[src/rtl/controlador_eventos_if.sv]
// Event controller bus: raw inputs, mask programming and the valid/ack event port.
// The slave modport is the controller side; master is the board/CPU side.
interface controlador_eventos_if #(
    parameter int N_CANALES = 4
);
    localparam int ID_W = $clog2(N_CANALES);

    logic [N_CANALES-1:0] inp;
    logic                 mask_we;
    logic [N_CANALES-1:0] mask_in;
    logic                 ev_ack;
    logic                 ev_valid;
    logic [ID_W-1:0]      ev_id;
    logic                 ovf;
    logic                 ovf_clr;

    modport slave (
        input  inp, mask_we, mask_in, ev_ack, ovf_clr,
        output ev_valid, ev_id, ovf
    );

    modport master (
        output inp, mask_we, mask_in, ev_ack, ovf_clr,
        input  ev_valid, ev_id, ovf
    );
endinterface

[src/rtl/controlador_eventos.sv]
// Rising-edge event collector with per-channel pending bits and a round-robin
// valid/ack arbiter. Define DEBOUNCE_EN to add per-channel debounce counters.
module controlador_eventos #(
    parameter int N_CANALES       = 4,
    parameter int DEBOUNCE_CICLOS = 3
) (
    input  logic                  clk,
    input  logic                  rst,
    controlador_eventos_if.slave  bus
);
    localparam int ID_W = $clog2(N_CANALES);

    if (N_CANALES < 2 || N_CANALES > 16 || DEBOUNCE_CICLOS < 1 || DEBOUNCE_CICLOS > 255) begin : g_cfg_invalida
        $error("controlador_eventos: parameter out of range");
    end

    typedef enum logic {IDLE, OFERTA} estado_t;

    estado_t              estado, estado_sig;
    logic [N_CANALES-1:0] sync1, sync2, est, est_prev, pulso;
    logic [N_CANALES-1:0] mask, mask_eff, pend, set_vec, grant_vec, drop_vec;
    logic [ID_W-1:0]      ev_id_q, ultimo, sel;
    logic                 hay_sel;
    logic                 ovf_q;

    // Input stage: two-flop synchronizer and edge-detector history
    always_ff @(posedge clk or posedge rst) begin
        if (rst) begin
            sync1    <= '0;
            sync2    <= '0;
            est_prev <= '0;
        end else begin
            sync1    <= bus.inp;
            sync2    <= sync1;
            est_prev <= est;
        end
    end

`ifdef DEBOUNCE_EN
    localparam int                CNT_W   = $clog2(DEBOUNCE_CICLOS + 1);
    localparam logic [CNT_W-1:0]  CNT_FIN = CNT_W'(DEBOUNCE_CICLOS - 1);

    logic [CNT_W-1:0] cnt [N_CANALES];

    // est only follows sync2 after DEBOUNCE_CICLOS consecutive differing edges
    always_ff @(posedge clk or posedge rst) begin
        if (rst) begin
            est <= '0;
            for (int i = 0; i < N_CANALES; i++) cnt[i] <= '0;
        end else begin
            for (int i = 0; i < N_CANALES; i++) begin
                if (sync2[i] != est[i]) begin
                    if (cnt[i] == CNT_FIN) begin
                        est[i] <= ~est[i];
                        cnt[i] <= '0;
                    end else begin
                        cnt[i] <= cnt[i] + 1'b1;
                    end
                end else begin
                    cnt[i] <= '0;
                end
            end
        end
    end
`else
    assign est = sync2;
`endif

    // A mask write takes effect on the same edge, both for new events and pending ones
    always_comb begin
        pulso    = est & ~est_prev;
        mask_eff = bus.mask_we ? bus.mask_in : mask;
        set_vec  = pulso & mask_eff;
        drop_vec = set_vec & pend & ~grant_vec;
    end

    always_ff @(posedge clk or posedge rst) begin
        if (rst) begin
            mask  <= '1;
            pend  <= '0;
            ovf_q <= 1'b0;
        end else begin
            mask <= mask_eff;
            pend <= ((pend & ~grant_vec) | set_vec) & mask_eff;
            if (|drop_vec)
                ovf_q <= 1'b1;
            else if (bus.ovf_clr)
                ovf_q <= 1'b0;
        end
    end

    // Round-robin search starting just after the last granted channel
    always_comb begin
        logic [ID_W-1:0] cand;
        sel     = '0;
        hay_sel = 1'b0;
        cand    = '0;
        for (int k = 1; k <= N_CANALES; k++) begin
            cand = ID_W'((int'(ultimo) + k) % N_CANALES);
            if (!hay_sel && pend[cand]) begin
                hay_sel = 1'b1;
                sel     = cand;
            end
        end
    end

    always_comb begin
        estado_sig = estado;
        grant_vec  = '0;
        case (estado)
            IDLE: begin
                if (hay_sel) begin
                    estado_sig     = OFERTA;
                    grant_vec[sel] = 1'b1;
                end
            end
            OFERTA: begin
                if (bus.ev_ack) estado_sig = IDLE;
            end
            default: estado_sig = IDLE;
        endcase
    end

    always_ff @(posedge clk or posedge rst) begin
        if (rst) begin
            estado  <= IDLE;
            ev_id_q <= '0;
            ultimo  <= ID_W'(N_CANALES - 1);
        end else begin
            estado <= estado_sig;
            if (estado == IDLE && hay_sel) begin
                ev_id_q <= sel;
                ultimo  <= sel;
            end
        end
    end

    assign bus.ev_valid = (estado == OFERTA);
    assign bus.ev_id    = ev_id_q;
    assign bus.ovf      = ovf_q;

endmodule

[src/flat_wrapper.sv]
// flat-port wrapper written by rule: the top's interface ports become plain ports
module controlador_eventos_flat 
#(
    parameter int N_CANALES       = 4,
    parameter int DEBOUNCE_CICLOS = 3
)
  (clk, rst, bus_inp, bus_mask_we, bus_mask_in, bus_ev_ack, bus_ovf_clr, bus_ev_valid, bus_ev_id, bus_ovf);
  controlador_eventos_if #(.N_CANALES(N_CANALES)) bus_i ();
  input  logic clk;
  input  logic rst;
  input wire logic [$bits(bus_i.inp)-1:0] bus_inp;
  input wire logic [$bits(bus_i.mask_we)-1:0] bus_mask_we;
  input wire logic [$bits(bus_i.mask_in)-1:0] bus_mask_in;
  input wire logic [$bits(bus_i.ev_ack)-1:0] bus_ev_ack;
  input wire logic [$bits(bus_i.ovf_clr)-1:0] bus_ovf_clr;
  output wire logic [$bits(bus_i.ev_valid)-1:0] bus_ev_valid;
  output wire logic [$bits(bus_i.ev_id)-1:0] bus_ev_id;
  output wire logic [$bits(bus_i.ovf)-1:0] bus_ovf;
  assign bus_i.inp = bus_inp;
  assign bus_i.mask_we = bus_mask_we;
  assign bus_i.mask_in = bus_mask_in;
  assign bus_i.ev_ack = bus_ev_ack;
  assign bus_i.ovf_clr = bus_ovf_clr;
  assign bus_ev_valid = bus_i.ev_valid;
  assign bus_ev_id = bus_i.ev_id;
  assign bus_ovf = bus_i.ovf;
  controlador_eventos #(.N_CANALES(N_CANALES), .DEBOUNCE_CICLOS(DEBOUNCE_CICLOS)) u_core (.clk(clk), .rst(rst), .bus(bus_i));
endmodule
[config.mk]
export PLATFORM = sky130hd
export DESIGN_NAME = controlador_eventos_flat
export DESIGN_NICKNAME = d
export VERILOG_FILES = /design/src/rtl/controlador_eventos_if.sv /design/src/rtl/controlador_eventos.sv /design/src/flat_wrapper.sv
export SDC_FILE = /design/constraint.sdc
export NUM_CORES = 1
export LEC_CHECK = 0
export ABC_AREA = 1
export BUFFER_PORTS_ARGS = -buffer_cell sky130_fd_sc_hd__buf_2
export CORE_MARGIN = 8
export CORE_UTILIZATION = 55
export CTS_BUF_LIST = sky130_fd_sc_hd__clkbuf_8
export CTS_CLUSTER_SIZE = 10
export DETAILED_ROUTE_END_ITERATION = 6
export HOLD_SLACK_MARGIN = 0.08
export PLACE_DENSITY = 0.89
export SLEW_MARGIN = 40
export SYNTH_ARGS = -nofsm -noshare
export SYNTH_HDL_FRONTEND = slang
export SYNTH_SLANG_ARGS = --single-unit
[constraint.sdc]
create_clock -name clk -period 2.05 [get_ports clk]
set_input_delay 0.3075 -clock clk [delete_from_list [all_inputs] [get_ports clk]]
set_output_delay 0.3075 -clock clk [all_outputs]
set_load 0.01 [all_outputs]
# Word-level counts from Yosys, hierarchy flattened
# Cells that the tools add are included.
dict set report classes {
  addsub 4
  magnitude_cmp 6
  mux 26
  bitwise_logic 10
  reduce_logical 10
}
# operator n
set op_table {}
lappend op_table {{4-bit bitwise AND} 6}
lappend op_table {{2-bit by 3-bit less-than comparator with 1-bit output (second input constant)} 5}
lappend op_table {{1-bit 2-to-1 mux} 13}
lappend op_table {{4-bit 2-to-1 mux} 3}
lappend op_table {{1-bit binary-select mux with 2-bit select} 4}
lappend op_table {{2-bit 2-to-1 mux} 4}
lappend op_table {{4-bit NOT} 2}
lappend op_table {{1-bit logical AND} 5}
lappend op_table {{2-bit by 1-bit adder with 2-bit output (second input constant)} 2}
lappend op_table {{2-bit adder (second input constant)} 2}
lappend op_table {{4-bit OR} 1}
lappend op_table {{4-bit OR reduction} 1}
lappend op_table {{1-bit zero test} 3}
lappend op_table {{1-bit demux with 2-bit select} 1}
lappend op_table {{2-bit by 1-bit >= comparator with 1-bit output (second input constant)} 1}
lappend op_table {{1-bit case mux with 2 select lines} 1}
lappend op_table {{2-bit nonzero test} 1}
lappend op_table {{1-bit NOT} 1}
dict set report totals {
  ff_bits 26
  in_bits 13
  out_inout_bits 4
  wordCells 65
}

# Logic depth before layout (Yosys ltp)
# Gate-level depths: netlist of run 1.
dict set report logic_depth {
  word_depth 23
  depth_mapped 16
  depth_no_buf 15
}

# Least setup slack after synthesis of run 1
# OpenSTA, ideal clock, no wires.
dict set report synth_timing {
  path_type {register -> register}
  from {reg u_core.ultimo[0]}
  to {reg u_core.ovf_q, in the netlist u_core.bus.ovf}
  setup_ps 119
  t_arrival_ps 1505
  required_ps 1931
  slack_ps 426
  stages_incl_launch_ff 15
  path_buffers 1
  period_less_slack_ps 1624
  path_cell_list {dfstp_2 > buf_6 > nand2_1 > nand2_4 > nand2_4 > nand2_4 > clkinv_2 > nand2_1 > nand2_1 > nand2_2 > nand3_2 > nand2_1 > nand2_1 > nor2_1 > nand2_1}
}
dict set report synth_via {
  elab_chain_len 23
  word_cells_on_any_way 38
  cone_classes {add/sub: 4; order compare: 2; mux: 21; bitwise: 2; reduce/logical: 9}
}
# element line_no
set synth_rtl {}
lappend synth_rtl {{from (decl)} controlador_eventos.sv:22} ;# logic [ID_W-1:0] ev_id_q, ultimo, sel;
lappend synth_rtl {{from (signal assigned)} controlador_eventos.sv:128} ;# ultimo <= ID_W'(N_CANALES - 1);
lappend synth_rtl {{from (signal assigned)} controlador_eventos.sv:133} ;# ultimo <= sel;
lappend synth_rtl {{2-bit by 1-bit adder with 2-bit output} controlador_eventos.sv:99} ;# cand = ID_W'((int'(ultimo) + k) % N_CANALES);
lappend synth_rtl {{1-bit binary-select mux with 2-bit select} controlador_eventos.sv:100} ;# if (!hay_sel && pend[cand]) begin
lappend synth_rtl {{1-bit 2-to-1 mux (implied by the code)} controlador_eventos.sv:100}
lappend synth_rtl {{1-bit 2-to-1 mux} controlador_eventos.sv:100}
lappend synth_rtl {{1-bit zero test} controlador_eventos.sv:100}
lappend synth_rtl {{1-bit logical AND} controlador_eventos.sv:100}
lappend synth_rtl {{1-bit 2-to-1 mux} controlador_eventos.sv:100}
lappend synth_rtl {{1-bit zero test} controlador_eventos.sv:100}
lappend synth_rtl {{[7 not listed]} --}
lappend synth_rtl {{1-bit 2-to-1 mux (implied by the code)} controlador_eventos.sv:114} ;# grant_vec[sel] = 1'b1;
lappend synth_rtl {{1-bit demux with 2-bit select} --}
lappend synth_rtl {{4-bit 2-to-1 mux (*)} controlador_eventos.sv:112} ;# if (hay_sel) begin
lappend synth_rtl {{4-bit 2-to-1 mux (*)} controlador_eventos.sv:110} ;# case (estado)
lappend synth_rtl {{4-bit NOT (*)} controlador_eventos.sv:74} ;# drop_vec = set_vec & pend & ~grant_vec;
lappend synth_rtl {{4-bit bitwise AND (*)} controlador_eventos.sv:74}
lappend synth_rtl {{4-bit OR reduction (*)} controlador_eventos.sv:85} ;# if (|drop_vec)
lappend synth_rtl {{1-bit 2-to-1 mux / 2-bit nonzero test (equally long branches)} --}
lappend synth_rtl {{to (signal assigned)} controlador_eventos.sv:81} ;# ovf_q <= 1'b0;
lappend synth_rtl {{to (signal assigned)} controlador_eventos.sv:86} ;# ovf_q <= 1'b1;
lappend synth_rtl {{to (signal assigned)} controlador_eventos.sv:88} ;# ovf_q <= 1'b0;
lappend synth_rtl {{to (decl)} controlador_eventos.sv:24} ;# logic ovf_q;
# Mark *: on every way between the ends. The rest lies on a longest branch, timed or not. The select of a mux whose other input is x is not followed.
# A chain may end at the register's enable or synchronous reset.

# Worst setup path in the final report of run 1
# Ends and elaborated chain as after synthesis.

==> out/results.txt, run 1 <==
Syn Area/Cell - 8.86 µm²
Synth Warn # - 0
Final setup violation count - 0
largest net degree at the start of global routing - 27
worst r2r src - u_core.ultimo[0]
# fillers - 178
HPWL after DPL - 1740 µm
worst-case hold slack - 0.136 ns
critical path type - reg -> reg
CP Launch Point - u_core.ultimo[0]
met3 Use GR - 2.47%
Ant. Diodes - 0
Cell Area, Synth - 1240 µm²
Critical Path AT - 1.98 ns
Wirelength per Cell - 12.0 µm
Worst setup EP type - flip-flop
Row Count - 17
global-route wire length before repair - 3820 µm
CP max-delay cell - dfstp_2
drt total wl - 2270 µm
Port Buf Inserts - 16
Rel. slew slack - 79.2%
share of cells above drive strength 1 - 34.8%
clk root buf - clkbuf_8
Top FF cell, synth - dfrtp_1
htree depth - 1
Unique masters post-synth - 19
Post-synth EDFFs - 0
Die X-Extent - 63.5 µm
antenna violations before repair - 0
area of the multi-input gates - 505 µm²
clk_skew - 0.00450 ns
Critical Path RT - 2.22 ns
GRT Util Overall - 11.6%
crit start category - flip-flop
Crit path largest cell delay - 0.66 ns
Nets - 175
clk sinks - 26
hold crit path type - in -> reg
DRC - 0
beginning of the worst hold path - bus_inp[3]
ranking of synthesized cells by area - dfrtp_1 40%, nand2_1 15%, dfstp_2 13%
Setup Total Neg Slack - 0 ns
leakage power - 0.736 nW
DR pass1 iterations - 4
Synth top cells by count - 50 x nand2_1, 20 x dfrtp_1, 13 x nand2_2
Final Cycle Share - 88.7%
die area - 4030 µm²
Reg area - 658 µm²
num ports - 17
CTS tree - done
part of the Yosys area used for sequential elements - 53.1%
crit-path max FO - 9
total number of vias - 929
Async SR Flop Fraction - 100%
Bufs on Longest Clock Path - 2
outcome - finished clean
cts bufs inserted - 3
GP Congestion - 0.826
worst-margin pin slew - 0.311 ns
most frequent cell after synthesis - nand2_1
CP Cell Sequence - nand2_1 -> nand2_2 -> nand2_2 -> nand2_4 -> clkinv_2 -> nand3_1 -> nand2_2 -> nor2_4 -> nand2_2 -> nand2_1 -> nand2_1 -> inv_1 -> nand2_1
Max Transition Viols Final - 0
Top Usage Layer GRT - met2
RSZ-0062 raised after global routing - false
vias in the first global route - 914
Clock transition at path regs - 0.09 ns
Fmax - 550 MHz
Gate Count Post-Synth - 140
post-synth top area share - 40.4%
area delta synth->final - 14.2%
FF+latch count, synth - 26
largest area contributor in the netlist - dfrtp_1
grt ovf - 0
max-cap viol count - 0
post-synth net total - 153
fin crit period - 1.82 ns
final-report hold violation count - 0
CORE AREA - 2170 µm²
clk_lat worst skew - 0.27 ns
Initial Util - 57.2%
post-CTS setup buffer count - 0
Iter 0 DRT Violations - 26
GR Layer Usage met1 - 12.8%
peak supply drop - 853 µV
Pwr Density - 1230 nW/µm²
met2 usage - 20.5%
post-route ant nets - 0
Via density - 4.92
Die Height - 63.5 µm
[state kept, by name (all words and copies together), names as in the netlist]
name,cells
u_core.est_prev,4
u_core.ultimo,2
u_core.sync1,4
u_core.bus.ovf,1
u_core.mask,4
u_core.pend,4
u_core.bus.ev_valid,1
u_core.bus.ev_id,2
u_core.est,4
[final cells by class]
class | instances | share of cell area [%]
Sequential cell | 26 | 46.5
Multi-Input combinational cell | 98 | 35.7
Timing Repair Buffer | 18 | 6.89
Inverter | 15 | 4.59
Clock buffer | 4 | 3.89
Tap cell | 28 | 2.47
[worst max-delay path, delay by kind of cell, from the launching register on]
kind | cells | cell delay (ns)
DFF | 1 | 0.66
buffers and inverters | 2 | 0.11
and+or+nand+nor | 11 | 0.93
[where the power goes]
group | total (mW) | internal, mW | switching [mW]
clock network | 0.325 | 0.172 | 0.153
logic | 0.745 | 0.248 | 0.498
registers | 0.674 | 0.606 | 0.0682
[layer usage]
layer,part of all wire [%],routed length [µm],up-vias
li1,-,-,477
met2,53,1200,16
met3,2.4,55,5
met5,0,0,-
met1,43,966,431
met4,1.9,44,0
[placed cells by master (no fill, tap or decap)]
cell / instances
nor2_1: 7
nand3_2: 4
nand3_1: 8
dlygate4sd3_1: 1
clkbuf_8: 4
nor2_4: 2
clkinv_2: 1
dfrtp_1: 20
nand4_1: 1
a31o_1: 1
o21ai_0: 3
buf_4: 1
nand2_1: 50
dfstp_2: 6
a21oi_1: 2
inv_1: 9
nand2_4: 4
nand3b_1: 3
inv_8: 1
buf_2: 16
nand2_2: 13
inv_2: 4
[path summary, 6_finish.rpt]
path	end	slack (ns)	cells past startpoint
worst min-delay path	u_core.sync1[3]	0.14	1
worst max-delay path	u_core.bus.ovf	0.23	13
min in group asynchronous	u_core.est[3]	0.63	4
worst min register to register	u_core.est[1]	0.36	0
worst max register to register	u_core.bus.ovf	0.23	13
max in group asynchronous	u_core.mask[0]	1.13	4
[kinds of logic (layout without fill, tap and decap cells)]
family | count (synthesis) | count (layout) | share of synthesized area (%)
AOI/OAI and AO/OA | 6 | 6 | 2.72
and+or+nand+nor | 92 | 92 | 38.0
DFF | 26 | 26 | 53.1
buffers and inverters | 16 | 37 | 6.15
[timing repair]
item | 4_1_cts | 5_1_grt
gates resized for setup | 0 | 0
hold buffers | 1 | 0
hold endpoints to repair | 11 | 0
[per-stage QoR]
| step | util (%) | std cells | instance area, µm² | worst slack, ns | total power [mW] |
|---|---|---|---|---|---|
| 6_report | 65.3 | 189 | 1420 | 0.232 | 1.74 |
| 5_1_grt | 65.3 | 189 | 1420 | 0.114 | 1.85 |
| 4_1_cts | 65.3 | 189 | 1420 | 0.231 | 1.75 |
| 3_5_place_dp | 62.3 | 184 | 1350 | 0.264 | 1.43 |
| 3_3_place_gp | 62.3 | 184 | 1350 | 0.319 | 1.39 |
| 2_1_floorplan | - | 140 | 1240 | 0.426 | 1.29 |
Power figures use the tool's default switching activity.
==> run 2, diff against run 1 <==
ABC_AREA = unset   (was 1)
CELL_PAD_IN_SITES_DETAIL_PLACEMENT = 1   (was unset)
CELL_PAD_IN_SITES_GLOBAL_PLACEMENT = 2   (was unset)
CORE_UTILIZATION = 38   (was 55)
PLACE_DENSITY = 0.92   (was 0.89)
==> out/results.txt, run 2 <==
Worst setup EP type - flip-flop
GR Layer Usage met1 - 10.6%
post-CTS setup buffer count - 0
met2 usage - 17.2%
Clock transition at path regs - 0.09 ns
largest family of logic cells by synthesized area - simple AND/OR/NAND/NOR gates
post-layout util - 46.5%
FF+latch count, synth - 26
Synth Warn # - 0
met3 Use GR - 1.84%
clk sinks - 26
Max Transition Viols Final - 0
cts bufs inserted - 3
Setup Total Neg Slack - 0 ns
num ports - 17
mux contribution to synthesized area - 6.56%
Via density - 5.41
Post-synth EDFFs - 0
worst-margin pin slew - 0.371 ns
Synth top cells by count - 20 x dfrtp_1, 7 x nand2_1, 6 x dfstp_2
hold buffer count at CTS - 1
CORE AREA - 2760 µm²
HPWL after DPL - 1610 µm
Unique masters post-synth - 33
ranking of synthesized cells by area - dfrtp_1 45%, dfstp_2 14%, mux2i_1 4.5%
Async SR Flop Fraction - 100%
crit start category - flip-flop
Post-Synth XOR/XNOR Area - 0%
Port Buf Inserts - 16
clk_lat worst skew - 0.27 ns
crit-path max FO - 10
crit-path leading delay family - flip-flops
Reg2Reg Depth - 5
fin crit period - 1.72 ns
final-report hold violation count - 0
most frequent cells in the layout - 20 x dfrtp_1, 16 x buf_2, 7 x nand2_1
leakage power - 0.576 nW
most frequent cell after synthesis - dfrtp_1
grt ovf - 0
worst r2r src - u_core.ultimo[1]
outcome - finished clean
worst path bufs/invs - 0
Iter 0 DRT Violations - 18
Pwr Total - 1.47 mW
compound-cell area share of the yosys netlist - 14.5%
Fmax - 582 MHz
reg2reg setup slack - 0.33 ns
Die Height - 70.0 µm
clk_skew - 0.00294 ns
max-cap viol count - 0
part of the Yosys area used for sequential elements - 59.5%
global-route wire length before repair - 3950 µm
most common cell after layout, fill and taps aside - dfrtp_1
Pwr Density - 1150 nW/µm²
Syn Area/Cell - 11.9 µm²
largest area contributor in the netlist - dfrtp_1
Top FF cell, synth - dfrtp_1
Row Count - 19
die area - 4890 µm²
Hold Path Depth - 1
GRT Util Overall - 9.79%
Die X-Extent - 70.0 µm
share of cells above drive strength 1 - 31.5%
CTS resizes - 0
Final setup violation count - 0
hold path endpoint - u_core.sync1[1]
Cell Area, Synth - 1110 µm²
CP max-delay cell - dfstp_2
total number of vias - 768
GP Congestion - 0.861
RSZ-0062 raised after global routing - false
clk root buf - clkbuf_8
Initial Util - 40.1%
Final Cycle Share - 83.9%
drt total wl - 2220 µm
post-route ant nets - 0
beginning of the worst hold path - bus_inp[1]
Gate Count Post-Synth - 93
Crit path largest cell delay - 0.64 ns
DR pass1 iterations - 2
largest net degree at the start of global routing - 27
CTS tree - done
critical path type - reg -> reg
DRC - 0
Synth Area in Simple Gates - 14.9%
vias in the first global route - 861
post-synthesis adder-cell area fraction - 0%
hold crit path type - in -> reg
Rel. slew slack - 75.2%
Bufs on Longest Clock Path - 2
# fillers - 297
post-synth net total - 106
Nets - 125
CP Cell Sequence - mux2i_1 -> a221oi_2 -> o31ai_1 -> or3_1 -> nand4_1
Critical Path RT - 2.20 ns
Ant. Diodes - 0
post-synth top area share - 45.2%
htree depth - 1
Critical Path AT - 1.87 ns
Top Usage Layer GRT - met2
Crit Reg-Reg Endpoint - u_core.bus.ovf
antenna violations before repair - 0
area delta synth->final - 16.0%
Wirelength per Cell - 15.6 µm
peak supply drop - 756 µV
run 2: cell types whose count changed in the layout (fill, tap and decap cells not counted), moves of 3 or more:
cell      change
inv_2         -4
nand2b_1      +5
inv_1         -6
nand3b_1      -3
nand2_4       -4
nand2_2      -13
mux2i_1       +5
nand2_1      -43
nand3_1       -8
nand3_2       -4
run 2: how the worst max path moves through the flow:
stage | start | slack [ns] | cells after the start | endpoint
after floorplan | u_core.ultimo[0] | 0.48 | 6 | u_core.bus.ovf
after global placement | u_core.ultimo[1] | 0.40 | 5 | u_core.bus.ovf
after detailed placement | u_core.ultimo[1] | 0.35 | 5 | u_core.bus.ovf
after CTS | u_core.ultimo[1] | 0.33 | 5 | u_core.bus.ovf
after global routing | u_core.ultimo[1] | 0.19 | 5 | u_core.bus.ovf
final | u_core.ultimo[1] | 0.33 | 5 | u_core.bus.ovf
run 2: layout make-up:
cell class,count,area [µm²],share of cell area (%)
flip-flops and latches,26,658,51.3
multi-input cells,59,398,31.0
repair buffers,19,105,8.20
clock buffers,3,41.3,3.22
well taps,31,38.8,3.02
clock inverters,1,30.0,2.34
inverters,3,11.3,0.878
run 2: cells by family after synthesis:
family,Yosys count
muxes,7
buffers and inverters,8
and+or+nand+nor,29
DFF,26
AOI/OAI and AO/OA,23
run 2: metrics by stage:
step / hold slack (ns) / cell area, µm² / setup WS (ns) / cells
global placement: 0.333 / 1200 / 0.404 / 137
CTS: 0.124 / 1280 / 0.329 / 142
detailed placement: 0.336 / 1200 / 0.353 / 137
finish: 0.133 / 1280 / 0.330 / 142
floorplan: 0.331 / 1110 / 0.477 / 93
global route: 0.114 / 1280 / 0.192 / 142
run 2: report_power, final:
group / switching [mW] / leakage (nW) / internal (mW)
registers: 0.103 / 0.304 / 0.609
logic: 0.169 / 0.236 / 0.167
clock network: 0.160 / 0.0357 / 0.261
total: 0.433 / 0.576 / 1.04
run 2: per-layer routing:
layer,vias up,part of all wire [%]
met3,6,2.3
met1,389,43
met4,0,2.5
met5,-,0
li1,362,-
met2,11,53
